===== config.mk =====
export PLATFORM = sky130hd
export DESIGN_NAME = event_timestamper_v2
export DESIGN_NICKNAME = d
export VERILOG_FILES = /design/src/rtl/evt_ts_pkg.sv /design/src/rtl/evt_sync_fifo.sv /design/src/rtl/event_timestamper_v2.sv
export SDC_FILE = /design/constraint.sdc
export NUM_CORES = 1
export LEC_CHECK = 0
export CAP_MARGIN = 30
export CORE_MARGIN = 3
export CORE_UTILIZATION = 55
export CTS_CLUSTER_DIAMETER = 40
export CTS_CLUSTER_SIZE = 14
export DETAILED_ROUTE_END_ITERATION = 10
export GPL_TIMING_DRIVEN = 0
export PLACE_DENSITY = 0.8
export SKIP_LAST_GASP = 1
export SLEW_MARGIN = 20
export SYNTH_ARGS = -nofsm -noshare
export SYNTH_HDL_FRONTEND = slang
export SYNTH_HIERARCHICAL = 1
export SYNTH_SLANG_ARGS = --single-unit

===== constraint.sdc =====
create_clock -name clk -period 3.95 [get_ports clk]
set_clock_uncertainty 0.2 [all_clocks]
set_input_delay 1.185 -clock clk [delete_from_list [all_inputs] [get_ports clk]]
set_output_delay 1.185 -clock clk [all_outputs]
set_load 0.05 [all_outputs]

===== src/rtl/evt_ts_pkg.sv =====
// -----------------------------------------------------------------------------
// evt_ts_pkg
// Shared definitions for the event timestamper: default widths, the output
// record layout and the bit positions within the record flags field.
// No ports (package).
// -----------------------------------------------------------------------------
package evt_ts_pkg;

    localparam int unsigned EVT_ID_W = 3;
    localparam int unsigned EVT_TS_W = 8;
    localparam int unsigned FLAGS_W  = 2;

    // Bit positions within the record flags field
    localparam int unsigned FLG_ORPHAN  = 0;
    localparam int unsigned FLG_TIMEOUT = 1;

    // Output record at the default widths, field order matches the FIFO word
    typedef struct packed {
        logic [EVT_ID_W-1:0] id;
        logic [EVT_TS_W-1:0] start_ts;
        logic [EVT_TS_W-1:0] end_ts;
        logic [EVT_TS_W-1:0] delta;
        logic [FLAGS_W-1:0]  flags;
    } evt_rec_t;

endpackage


===== src/rtl/evt_sync_fifo.sv =====
// -----------------------------------------------------------------------------
// evt_sync_fifo
// Single-clock FIFO with valid/ready on both sides and an occupancy count.
// in_ready is derived from the registered occupancy only, so a pop in the same
// cycle never opens space for a push into a full FIFO.
// Ports:
//   clk, rst_n          clock, asynchronous active-low reset
//   in_valid/in_ready   push handshake, in_data pushed on valid&ready
//   out_valid/out_ready pop handshake, out_data is the head entry
//   count               current occupancy (0..DEPTH)
// -----------------------------------------------------------------------------
module evt_sync_fifo #(
    parameter int unsigned WIDTH = 8,
    parameter int unsigned DEPTH = 4
) (
    input  logic                     clk,
    input  logic                     rst_n,
    input  logic                     in_valid,
    output logic                     in_ready,
    input  logic [WIDTH-1:0]         in_data,
    output logic                     out_valid,
    input  logic                     out_ready,
    output logic [WIDTH-1:0]         out_data,
    output logic [$clog2(DEPTH):0]   count
);

    localparam int unsigned AW = $clog2(DEPTH);
    localparam logic [AW:0] FULL_CNT = (AW + 1)'(DEPTH);

    logic [WIDTH-1:0] mem_q [DEPTH];
    logic [AW-1:0]    wr_ptr_q;
    logic [AW-1:0]    rd_ptr_q;
    logic [AW:0]      count_q;
    logic             push;
    logic             pop;

    assign in_ready  = (count_q != FULL_CNT);
    assign out_valid = (count_q != '0);
    assign push      = in_valid & in_ready;
    assign pop       = out_valid & out_ready;
    assign out_data  = mem_q[rd_ptr_q];
    assign count     = count_q;

    always_ff @(posedge clk or negedge rst_n) begin
        if (!rst_n) begin
            wr_ptr_q <= '0;
            rd_ptr_q <= '0;
            count_q  <= '0;
        end else begin
            if (push) wr_ptr_q <= wr_ptr_q + AW'(1);
            if (pop)  rd_ptr_q <= rd_ptr_q + AW'(1);
            case ({push, pop})
                2'b10:   count_q <= count_q + (AW + 1)'(1);
                2'b01:   count_q <= count_q - (AW + 1)'(1);
                default: count_q <= count_q;
            endcase
        end
    end

    // Storage needs no reset: entries are only visible while counted
    always_ff @(posedge clk) begin
        if (push) mem_q[wr_ptr_q] <= in_data;
    end

endmodule


===== src/rtl/event_timestamper_v2.sv =====
// -----------------------------------------------------------------------------
// event_timestamper_v2
// Pairs START/END events by ID and stamps both from a free-running counter.
// Completed (or orphan / timed-out) records are queued in an output FIFO.
// Optional build macro: EVT_TIMEOUT_EN enables a per-ID timeout sweep that
// closes IDs left open for TIMEOUT_CYC cycles or more.
// Ports:
//   clk, rst_n                     clock, asynchronous active-low reset
//   start_valid/ready, start_id    START event handshake
//   end_valid/ready, end_id        END event handshake
//   out_valid/ready                record handshake (FIFO head)
//   out_id, out_start_ts,
//   out_end_ts, out_ts, out_flags  record fields; out_ts = end - start (mod)
//   dup_start                      pulse: START landed on an already-open ID
//   fifo_count                     output FIFO occupancy
// -----------------------------------------------------------------------------
module event_timestamper_v2
    import evt_ts_pkg::*;
#(
    parameter int unsigned ID_W        = EVT_ID_W,
    parameter int unsigned TS_W        = EVT_TS_W,
    parameter int unsigned OUT_DEPTH   = 4,
    parameter int unsigned TIMEOUT_CYC = 16
) (
    input  logic                         clk,
    input  logic                         rst_n,
    input  logic                         start_valid,
    output logic                         start_ready,
    input  logic [ID_W-1:0]              start_id,
    input  logic                         end_valid,
    output logic                         end_ready,
    input  logic [ID_W-1:0]              end_id,
    output logic                         out_valid,
    input  logic                         out_ready,
    output logic [ID_W-1:0]              out_id,
    output logic [TS_W-1:0]              out_start_ts,
    output logic [TS_W-1:0]              out_end_ts,
    output logic [TS_W-1:0]              out_ts,
    output logic [1:0]                   out_flags,
    output logic                         dup_start,
    output logic [$clog2(OUT_DEPTH):0]   fifo_count
);

    localparam int unsigned N_ID  = 1 << ID_W;
    localparam int unsigned REC_W = ID_W + 3 * TS_W + FLAGS_W;

    if (OUT_DEPTH < 2 || (OUT_DEPTH & (OUT_DEPTH - 1)) != 0) begin : g_bad_depth
        $error("OUT_DEPTH must be a power of two >= 2");
    end
    if (TIMEOUT_CYC >= (1 << TS_W)) begin : g_bad_timeout
        $error("TIMEOUT_CYC must be below 2**TS_W");
    end

    logic [TS_W-1:0]    cnt_q;
    logic               run_q;
    logic [N_ID-1:0]    active_q;
    logic [N_ID-1:0]    active_d;
    logic [TS_W-1:0]    ts_ram_q [N_ID];
    logic               dup_start_q;

    logic               collision;
    logic               start_hs;
    logic               end_hs;

    logic               push_valid;
    logic [ID_W-1:0]    push_id;
    logic [TS_W-1:0]    push_start;
    logic [TS_W-1:0]    push_end;
    logic [TS_W-1:0]    push_delta;
    logic [FLAGS_W-1:0] push_flags;

    logic               fifo_in_ready;
    logic               fifo_out_valid;
    logic [REC_W-1:0]   fifo_out_data;

    // Same-ID collision: END is served first, START retries next cycle
    assign collision   = start_valid & end_valid & (start_id == end_id);
    // run_q keeps both readies low until the first edge after reset release
    assign start_ready = run_q & ~collision;
    assign end_ready   = run_q & fifo_in_ready;
    assign start_hs    = start_valid & start_ready;
    assign end_hs      = end_valid & end_ready;

`ifdef EVT_TIMEOUT_EN
    localparam logic [TS_W-1:0] TO_LIM = TS_W'(TIMEOUT_CYC);

    logic [ID_W-1:0] ptr_q;
    logic [TS_W-1:0] sweep_age;
    logic            sweep_stall;
    logic            sweep_fire;

    assign sweep_age   = cnt_q - ts_ram_q[ptr_q];
    // Hold the pointer whenever the FIFO slot or the visited ID is contended
    assign sweep_stall = end_hs | ~fifo_in_ready | (start_hs & (start_id == ptr_q));
    assign sweep_fire  = ~sweep_stall & active_q[ptr_q] & (sweep_age >= TO_LIM);

    always_ff @(posedge clk or negedge rst_n) begin
        if (!rst_n) begin
            ptr_q <= '0;
        end else if (!sweep_stall) begin
            ptr_q <= ptr_q + ID_W'(1);
        end
    end
`endif

    // Record selection: END handshakes take priority over the sweep
    always_comb begin
        push_valid = 1'b0;
        push_id    = '0;
        push_start = cnt_q;
        push_end   = cnt_q;
        push_flags = '0;
        if (end_hs) begin
            push_valid = 1'b1;
            push_id    = end_id;
            if (active_q[end_id]) begin
                push_start = ts_ram_q[end_id];
            end else begin
                push_flags[FLG_ORPHAN] = 1'b1;
            end
        end
`ifdef EVT_TIMEOUT_EN
        else if (sweep_fire) begin
            push_valid              = 1'b1;
            push_id                 = ptr_q;
            push_start              = ts_ram_q[ptr_q];
            push_flags[FLG_TIMEOUT] = 1'b1;
        end
`endif
    end

    assign push_delta = push_end - push_start;

    always_comb begin
        active_d = active_q;
        if (end_hs) active_d[end_id] = 1'b0;
`ifdef EVT_TIMEOUT_EN
        if (sweep_fire) active_d[ptr_q] = 1'b0;
`endif
        if (start_hs) active_d[start_id] = 1'b1;
    end

    always_ff @(posedge clk or negedge rst_n) begin
        if (!rst_n) begin
            cnt_q       <= '0;
            run_q       <= 1'b0;
            active_q    <= '0;
            dup_start_q <= 1'b0;
            for (int i = 0; i < int'(N_ID); i++) begin
                ts_ram_q[i] <= '0;
            end
        end else begin
            cnt_q       <= cnt_q + TS_W'(1);
            run_q       <= 1'b1;
            active_q    <= active_d;
            dup_start_q <= start_hs & active_q[start_id];
            if (start_hs) ts_ram_q[start_id] <= cnt_q;
        end
    end

    evt_sync_fifo #(
        .WIDTH (REC_W),
        .DEPTH (OUT_DEPTH)
    ) u_out_fifo (
        .clk       (clk),
        .rst_n     (rst_n),
        .in_valid  (push_valid),
        .in_ready  (fifo_in_ready),
        .in_data   ({push_id, push_start, push_end, push_delta, push_flags}),
        .out_valid (fifo_out_valid),
        .out_ready (out_ready),
        .out_data  (fifo_out_data),
        .count     (fifo_count)
    );

    assign out_valid = fifo_out_valid;
    assign dup_start = dup_start_q;

    // Record fields read as zero while nothing is buffered
    assign {out_id, out_start_ts, out_end_ts, out_ts, out_flags} =
        fifo_out_valid ? fifo_out_data : '0;

endmodule


==> results of run 1 <==
state kept, by name, indices dropped and copies added, names as in the netlist:
signal / cells
dup_start: 1
cnt_q: 8
active_q: 8
ts_ram_q: 64
u_out_fifo/rd_ptr_q: 2
u_out_fifo/count: 3
run_q: 1
u_out_fifo/mem_q: 116
u_out_fifo/wr_ptr_q: 2
layout by cell type, fill, tap and decap left out, types with 13 or more instances in the layout:
cell type and count:
mux2i_1 19, dlygate4sd2_1 19, clkbuf_2 18, o21ai_0 13, clkbuf_16 27, mux2_2 63, ha_1 13, edfxtp_1 116
nand2_1 20, mux4_2 34, inv_1 19, dfrtp_1 88, and2_1 32
cells by family (layout without fill, tap and decap cells):
| kind of cell | after synthesis | in the layout | synth area share (%) |
|---|---|---|---|
| buffers and inverters | 48 | 143 | 2.48 |
| DFF | 205 | 205 | 63.2 |
| adders and majority gates | 15 | 15 | 2.24 |
| other | 2 | 5 | 0.0831 |
| xor gates and xnor gates | 22 | 22 | 2.13 |
| and+or+nand+nor | 92 | 92 | 5.89 |
| muxes | 129 | 129 | 21.6 |
| AOI/OAI and AO/OA | 35 | 35 | 2.41 |
routing by layer:
metal	GRT usage [%]	part of all wire, %
met1	28.3	42
met2	35.5	51
met3	3.79	4.3
met4	5.03	2.2
met5	0	0
per-stage QoR:
| step | instances | setup slack [ns] | total power, mW |
|---|---|---|---|
| after CTS | 862 | -0.140 | 7.89 |
| after global placement | 809 | -1.83 | 5.44 |
| after floorplan | 551 | -0.0722 | 4.69 |
| after global routing | 862 | -0.0625 | 8.13 |
| final | 862 | 0.0290 | 7.81 |
| after detailed placement | 810 | -1.04 | 5.54 |
report_power, final:
group / internal [mW] / total (mW) / switching [mW]
clock: 1.54 / 2.48 / 0.942
combinational: 0.945 / 2.60 / 1.66
sequential: 2.59 / 2.73 / 0.139
total: 5.08 / 7.81 / 2.74
layout make-up:
cell class	count	area, um2	area share (%)
clock buffer	27	676	6.27
sequential	205	5710	53.0
multi-input combinational	298	3200	29.7
buffer	29	188	1.74
inverter	19	71.3	0.662
tap	216	270	2.51
clock inverter	23	274	2.54
timing repair buffer	45	383	3.56
worst max-delay path, cell delays in order:
cell,delay (ns)
clkdlybuf4s15_1,0.32
xnor2_2,0.21
nand3_2,0.16
nor3_2,0.25
nor2b_1,0.07
clkdlybuf4s15_2,0.33
path summary, 6_finish.rpt:
kind,endpoint,from,slack (ns),depth (start not counted)
worst max-delay path,start_ready,start_id[0],0.03,6
worst min-delay path,ts_ram_q[5],ts_ram_q[5],0.28,2
worst max register to register,u_out_fifo/mem_q[3][9],u_out_fifo/count[0],0.27,13
worst min register to register,ts_ram_q[5],ts_ram_q[5],0.28,2
max in group asynchronous,ts_ram_q[29],rst_n,2.50,2
min in group asynchronous,u_out_fifo/rd_ptr_q[1],rst_n,0.42,1
repair_timing:
item	CTS	global route
setup buffers	2	0
endpoints found under the hold margin	0	0
gates resized for setup	44	31
setup endpoints to repair	46	24
hold buffers	0	0
pin swaps	1	0
==> results.cfg, run 1 <==
[clock_network]
clk_pin_slew_ns = 0.05
h-tree-depth = 1
ctsLongestPathBuffers = 3
clk_latency_ns = 0.53
cts_sinks = 205
cts_buffers = 27
root_buffer = clkbuf_16
cts_tree = done

[finish]
drive_above_1_share_pct = 32.8
final_util_pct = 67.3
nets = 651
nFillCells = 1065
fin_area_um2 = 10800
n_antenna_cell = 0
area_growth_pct = 19.2

[placement]
placed_cell_area_um2 = 9830
numPortBuffers = 42
gp_congestion = 0.827
place_hpwl_um = 11700

[route]
drt_first_iter_violations = 415
dr.pass1.iters = 5
routed_wl_um = 18400
detailroute.via_count = 5008
final_antenna_net_count = 0
via_per_inst = 5.81
drc = 0
wl_per_cell_um = 21.4

[logic_synthesis]
synthCells = 548
async_flop_share_pct = 43.4
yosysMostFrequentCell = edfxtp_1
yosysSeqAreaShare_pct = 63.2
ys_seq_elements = 205
synth_top_area_share_pct = 38.5
synthTopCellsByArea = edfxtp_1 (39%), dfrtp_1 (25%), mux4_2 (8.5%), mux2_2 (8.0%), mux4_1 (2.6%)
synthFlopType = edfxtp_1
ys_types = 47
synth_area_leader_cell = edfxtp_1
netlist_area_um2 = 9040
yosysWarnings = 6
synth_common_cells = edfxtp_1 (116), dfrtp_1 (89), mux2_2 (64), mux4_2 (34), and2_1 (32)
synth_edf_count = 116
syn_area_per_cell_um2 = 16.5

[timing]
min_period_ns = 3.92
slew_headroom_pct = 45.7
max_freq_mhz = 255
tightest_slew_ns = 0.815
slew_viol_final = 0
hold_violations = 0
whs_ns = 0.284
setup_viol = 0
rsz0062_at_grt = yes
tns_ns = 0
period_share_pct = 99.3

[floorplan]
die_h_um = 134
rows = 46
initial_utilization_pct = 56.5
dieArea_um2 = 18000
die_x_um = 134
io_pins = 47
fp.coreArea_um2 = 16000

[global_route]
grt_overflow_total = 0
grt_max_degree = 59
grt_pass1_vias = 5304
track_usage_pct = 20.8
grt_first_pass_wirelength_um = 29000
antenna_found_initial = 0

[setup_path]
cp.required_ns = 2.56
critPathMaxFanout = 6
cp-end-kind = output pin
start_kind = input port
critical_path_class = input port to output pin
arrival_ns = 2.54

[job]
drv_cap = 0

[min_path]
hold_class = register to register

[status]
run_status = finished, final reports clean

[power_and_ir_drop]
peakVddDrop_uv = 432
power.density_nw_per_um2 = 725
p_leak_nw = 4.38
Power figures use the tool's default switching activity.
==> run 2: changes to the inputs <==
--- a/config.mk
+++ b/config.mk
@@ -8,7 +8,6 @@
 export CAP_MARGIN = 30
 export CORE_MARGIN = 3
 export CORE_UTILIZATION = 55
-export CTS_CLUSTER_DIAMETER = 40
 export CTS_CLUSTER_SIZE = 14
 export DETAILED_ROUTE_END_ITERATION = 10
 export GPL_TIMING_DRIVEN = 0
==> run 2 against run 1 <==
Sequential power about the same. Critical path depth down 2. Cell count down 1.4%. Die area unchanged. Cell area down 2.0%. Critical path type is now register to output pin.
==> results.cfg, run 2 (synthesis gave the netlist of run 1 again) <==
[route]
drc = 0
wl_per_cell_um = 21.4
routed_wl_um = 18200
detailroute.via_count = 4930
dr.pass1.iters = 4
via_per_inst = 5.80
drt_first_iter_violations = 458
final_antenna_net_count = 0

[global_route]
track_usage_pct = 20.6
grt_max_degree = 59
grt_first_pass_wirelength_um = 28700
antenna_found_initial = 0
grt_overflow_total = 0
grt_pass1_vias = 5300

[timing]
tns_ns = 0
rsz0062_at_grt = no
hold_violations = 0
min_period_ns = 3.86
period_share_pct = 97.8
setup_viol = 0
tightest_slew_ns = 0.828
max_freq_mhz = 259
slew_headroom_pct = 44.8
slew_viol_final = 0

[min_path]
hold_class = register to register

[setup_path]
critical_path_class = register to output pin
start_kind = register
critPathMaxFanout = 10
cp.required_ns = 2.56
critPathMaxStageDelay_ns = 0.53
cp_cell_sequence = or3_2 -> clkbuf_1 -> and2_1 -> dlygate4sd2_1
cp-end-kind = output pin
slowest_stage = or3_2
arrival_ns = 2.48

[clock_network]
cts_sinks = 205
hold_buffers = 0
ctsLongestPathBuffers = 3
root_buffer = clkbuf_16
cts_tree = done
clk_pin_slew_ns = 0.06
cts_buffers = 21
clk_latency_ns = 0.49
h-tree-depth = 1

[finish]
n_antenna_cell = 0
final_util_pct = 66.0
top_regs = u_out_fifo/mem_q (116), ts_ram_q (64)
final_cell_mix = edfxtp_1 (116), dfrtp_1 (88), mux2_2 (63)
fin_cells = 850
top_register = u_out_fifo/mem_q
multi_input_area_um2 = 3200
largest_reg_flops = 116
ff_latch_area_um2 = 5710
nets = 645
nFillCells = 1086
drive_above_1_share_pct = 30.9
area_growth_pct = 16.8
final_common_cell = edfxtp_1

[floorplan]
fp.coreArea_um2 = 16000
die_h_um = 134
io_pins = 47
die_x_um = 134
dieArea_um2 = 18000
initial_utilization_pct = 56.5
rows = 46

[power_and_ir_drop]
p_leak_nw = 4.35
peakVddDrop_uv = 480
power.density_nw_per_um2 = 703

[placement]
numPortBuffers = 42
gp_congestion = 0.827
dp.cells = 810
place_hpwl_um = 11700

[status]
run_status = finished, final reports clean

[job]
drv_cap = 0
run 2: changes by cell type in the layout (fill, tap and decap cells not counted), sizes merged:
cell           change
clkbuf             +2
clkdlybuf4s15      -2
clkinv             -2
clkinvlp           -9
dlygate4sd2        -7
dlymetal6s2s       +7
inv                -1
run 2: cell type report:
class / instances / share of cell area, %
Clock inverter: 11 / 1.47
Clock buffer: 27 / 5.38
Multi-Input combinational cell: 298 / 30.3
Inverter: 19 / 0.676
Tap cell: 216 / 2.56
Sequential cell: 205 / 54.1
Buffer: 29 / 1.75
Timing Repair Buffer: 45 / 3.77
run 2: stage by stage:
stage / hold slack, ns / area [um2] / total power, mW / setup WS (ns)
5_1_grt: 0.317 / 10600 / 7.72 / 0.00474
3_5_place_dp: 0.268 / 9830 / 5.54 / -1.04
6_report: 0.283 / 10600 / 7.42 / 0.0861
4_1_cts: 0.281 / 10600 / 7.49 / -0.188
3_3_place_gp: 0.255 / 9810 / 5.44 / -1.83
2_1_floorplan: 0.242 / 9120 / 4.69 / -0.0722
run 2: path summary, 6_finish.rpt:
path | startpoint | to | slack (ns) | depth (start not counted)
max in group asynchronous | rst_n | ts_ram_q[54] | 2.46 | 2
min in group asynchronous | rst_n | u_out_fifo/wr_ptr_q[1] | 0.46 | 1
hold / removal | ts_ram_q[5] | ts_ram_q[5] | 0.28 | 2
setup reg to reg | u_out_fifo/count[0] | u_out_fifo/mem_q[3][8] | 0.32 | 16
setup / recovery | u_out_fifo/count[0] | out_end_ts[2] | 0.09 | 4
hold reg to reg | ts_ram_q[5] | ts_ram_q[5] | 0.28 | 2
run 2: what timing repair did:
item / CTS / global route
endpoints found under the setup margin: 46 / 26
gates resized for setup: 33 / 48
endpoints found under the hold margin: 0 / 0
buffers inserted: 2 / 0
pin swaps: 1 / 0
run 2: routing by layer:
| layer | vias to the layer above | wire [um] | track usage (%) |
|---|---|---|---|
| met1 | 2577 | 7700 | 28.2 |
| met3 | 35 | 679 | 3.15 |
| met5 | - | 0 | 0 |
| li1 | 2203 | - | - |
| met2 | 115 | 9400 | 35.1 |
| met4 | 0 | 399 | 5.20 |
run 2: report_power, final:
group / total, mW / switching (mW) / internal [mW]
Clock: 2.06 / 0.780 / 1.28
Sequential: 2.73 / 0.136 / 2.59
Combinational: 2.63 / 1.66 / 0.972
Total: 7.42 / 2.57 / 4.84
run 2: worst max-delay path, delay by kind of cell (launching register included):
kind,cells,cell delay [ns]
simple gates,2,0.79
buf+inv,2,0.75
flops,1,0.44
==> RTL edit (config.mk and constraints of run 2) <==
Register the output `fifo_count`; this adds one clock of latency there. The other outputs are not delayed to match.
--- a/src/rtl/event_timestamper_v2.sv
+++ b/src/rtl/event_timestamper_v2.sv
@@ -44,4 +44,6 @@
     localparam int unsigned N_ID  = 1 << ID_W;
     localparam int unsigned REC_W = ID_W + 3 * TS_W + FLAGS_W;
+
+    logic [$clog2(OUT_DEPTH):0] fifo_count_d;
 
     if (OUT_DEPTH < 2 || (OUT_DEPTH & (OUT_DEPTH - 1)) != 0) begin : g_bad_depth
@@ -171,5 +173,5 @@
         .out_ready (out_ready),
         .out_data  (fifo_out_data),
-        .count     (fifo_count)
+        .count     (fifo_count_d)
     );
 
@@ -181,4 +183,8 @@
         fifo_out_valid ? fifo_out_data : '0;
 
+    always_ff @(posedge clk) begin
+        fifo_count <= fifo_count_d;
+    end
+
 endmodule
 
Behaviour: not the same (Yosys sat finds a counterexample within 4 cycles, from zero or initial values and one cycle with rst_n low).
==> RTL edit against run 2 <==
  * First-iteration DRC count down 26%
  * Final area up 0.59%
  * Utilization up 0.15 points
  * Routed wire length down 1.1%
  * Critical path depth up 6
  * Sequential cell count up 3
  * Largest power group unchanged
  * Count of clock-buffer cells in the layout up 7
  * Setup slack worse by 0.010 ns
  * Total power down 1.0%
  * Global-route usage up 0.50 points
  * Area after synthesis up 1.0%
  * Highest routed layer unchanged
==> RTL edit: results (changes against run 2) <==
Critical path
  – Crit path DAT: 3.91 ns (+1.43 ns)
  – FF-to-FF setup slack: 0.25 ns (-0.07 ns)
  – Reg2reg end: u_out_fifo/mem_q[3][9]$_DFFE_PP_
  – R2r startpoint: u_out_fifo/count[0]$_DFFE_PN0P_
  – Reg2Reg Depth: 13 (-3)

Logic synthesis
  – Adder-cell share of the synthesized area: 0.0222 (-0.000221)
  – Post-Synth XOR/XNOR Area: 0.0211 (-0.000210)
  – Mux share of post-synthesis cell area: 0.217 (+0.00116)
  – Most frequent cells after synthesis: edfxtp_1 (116), dfrtp_1 (89), mux2_2 (65)
  – Area contributors post-synth: edfxtp_1 (38%), dfrtp_1 (24%), mux2_2 (8.0%)
  – Async S/R FF share, synth: 0.428 (-0.00626)
  – Synth cell types: 47 (unchanged)
  – Post-synthesis compound-gate area fraction: 0.0225 (-0.00161)
  – Sequential cell area fraction in the yosys report: 0.632 (about the same)

Global route
  – First-pass GRT wire length: 29.5 mm (+2.9%)
  – Vias in the first global route: 5370 (+1.3%)
  – Total track usage: 0.211 (+0.00502)
  – Initial antenna violation count: 0 (unchanged)
  – Largest net degree at the start of global routing: 64 (+8.5%)

CTS
  – Post-CTS Setup Repair Bufs: 0 (-2)
  – Clock Tree Buf Depth: 3 (unchanged)
  – Clock sinks: 208 (+1.5%)
  – Resize count post-CTS: 62 (+88%)
  – Root buffer cell: clkbuf_16

Power
  – Lkg Pwr: 4.29 nW (-1.5%)
  – Worst-case vdd ir drop: 0.530 mV (+10%)

Placement
  – Hpwl dp: 11.7 mm (+0.60%)
  – # port buffers: 41 (-2.4%)
  – Gp weighted congestion: 0.851 (+2.9%)
  – Place WS: -0.632 ns (+0.410 ns)

Worst hold path
  – Hold EP: fifo_count[1]$_DFF_P_
  – Hold Path Stages: 0 (-2)
  – HP Start: u_out_fifo/count[1]$_DFFE_PN0P_

Finish
  – Seq/total area: 0.543 (+0.00235)
  – Layout cell share with drive strength beyond 1: 0.311 (+0.00207)
  – #MultiIn Comb: 295 (-1.0%)
  – Number of non-clock buffers in the layout: 73 (-1.4%)
  – Top Registers: u_out_fifo/mem_q (116), ts_ram_q (64)
  – Multi-input gate area: 0.00320 mm2 (+0.24%)
  – Layout net count: 644 (-0.16%)
  – Fillers: 1094 (+0.74%)
  – # clk buffers: 34 (+26%)
  – Layout clock area frac: 0.0645 (-0.00406)
  – Data buffer area share: 0.0582 (+0.00297)
  – Inverters: 19 (unchanged)
  – N_diodes: 0 (unchanged)

Timing
  – Worst hold slack: 0.276 ns (-0.00671 ns)
  – Rel. slew slack: 0.454 (+0.00570)

Route
  – Routed wire length per instance: 21.2 um (-1.0%)
  – Via Count: 4893 (-0.75%)
  – Initial detailed-routing violation count: 338 (-26%)

Status
  – Status: finished, final reports clean
RTL edit: power by group:
part / total (mW) / switching, mW / internal [mW]
Clock: 1.94 / 0.776 / 1.17
Sequential: 2.78 / 0.140 / 2.64
Combinational: 2.62 / 1.63 / 0.994
Total: 7.34 / 2.54 / 4.80
RTL edit: per-stage QoR:
| step | TNS (ns) | cell area, um2 | std cells |
|---|---|---|---|
| after floorplan | -0.662 | 9200 | 552 |
| after global placement | -136.73 | 9880 | 809 |
| after detailed placement | -7.85 | 9910 | 810 |
| after CTS | 0 | 10600 | 848 |
| after global routing | 0 | 10600 | 849 |
| final | 0 | 10600 | 849 |
RTL edit: layer usage:
| metal | vias up | GRT usage | routed length, um |
|---|---|---|---|
| met5 | - | 0 | 0 |
| met4 | 0 | 0.0571 | 353 |
| met3 | 33 | 0.0343 | 725 |
| met2 | 107 | 0.364 | 9340 |
| met1 | 2553 | 0.282 | 7560 |
| li1 | 2200 | - | - |
RTL edit: how the worst max path moves through the flow:
stage / start / end / slack [ns] / cells past startpoint
finish: end_id[0] / u_out_fifo/mem_q[3][9]$_DFFE_PP_ / 0.08 / 10
detailed placement: start_id[0] / start_ready / -0.63 / 6
CTS: end_id[2] / u_out_fifo/mem_q[3][8]$_DFFE_PP_ / 0.0005 / 15
floorplan: end_id[0] / u_out_fifo/mem_q[0][9]$_DFFE_PP_ / -0.09 / 11
global route: end_id[0] / u_out_fifo/mem_q[3][9]$_DFFE_PP_ / 0.01 / 10
global placement: rst_n / cnt_q[2]$_DFF_PN0_ / -1.47 / 1
RTL edit: critical path, cell delays in order:
cell and delay (ns):
buf_8 0.11, buf_8 0.17, mux4_1 0.56, mux2_2 0.32, mux2i_4 0.26, ha_1 0.33, a21o_1 0.22, a21o_1 0.18
a221o_1 0.39, xnor2_2 0.17
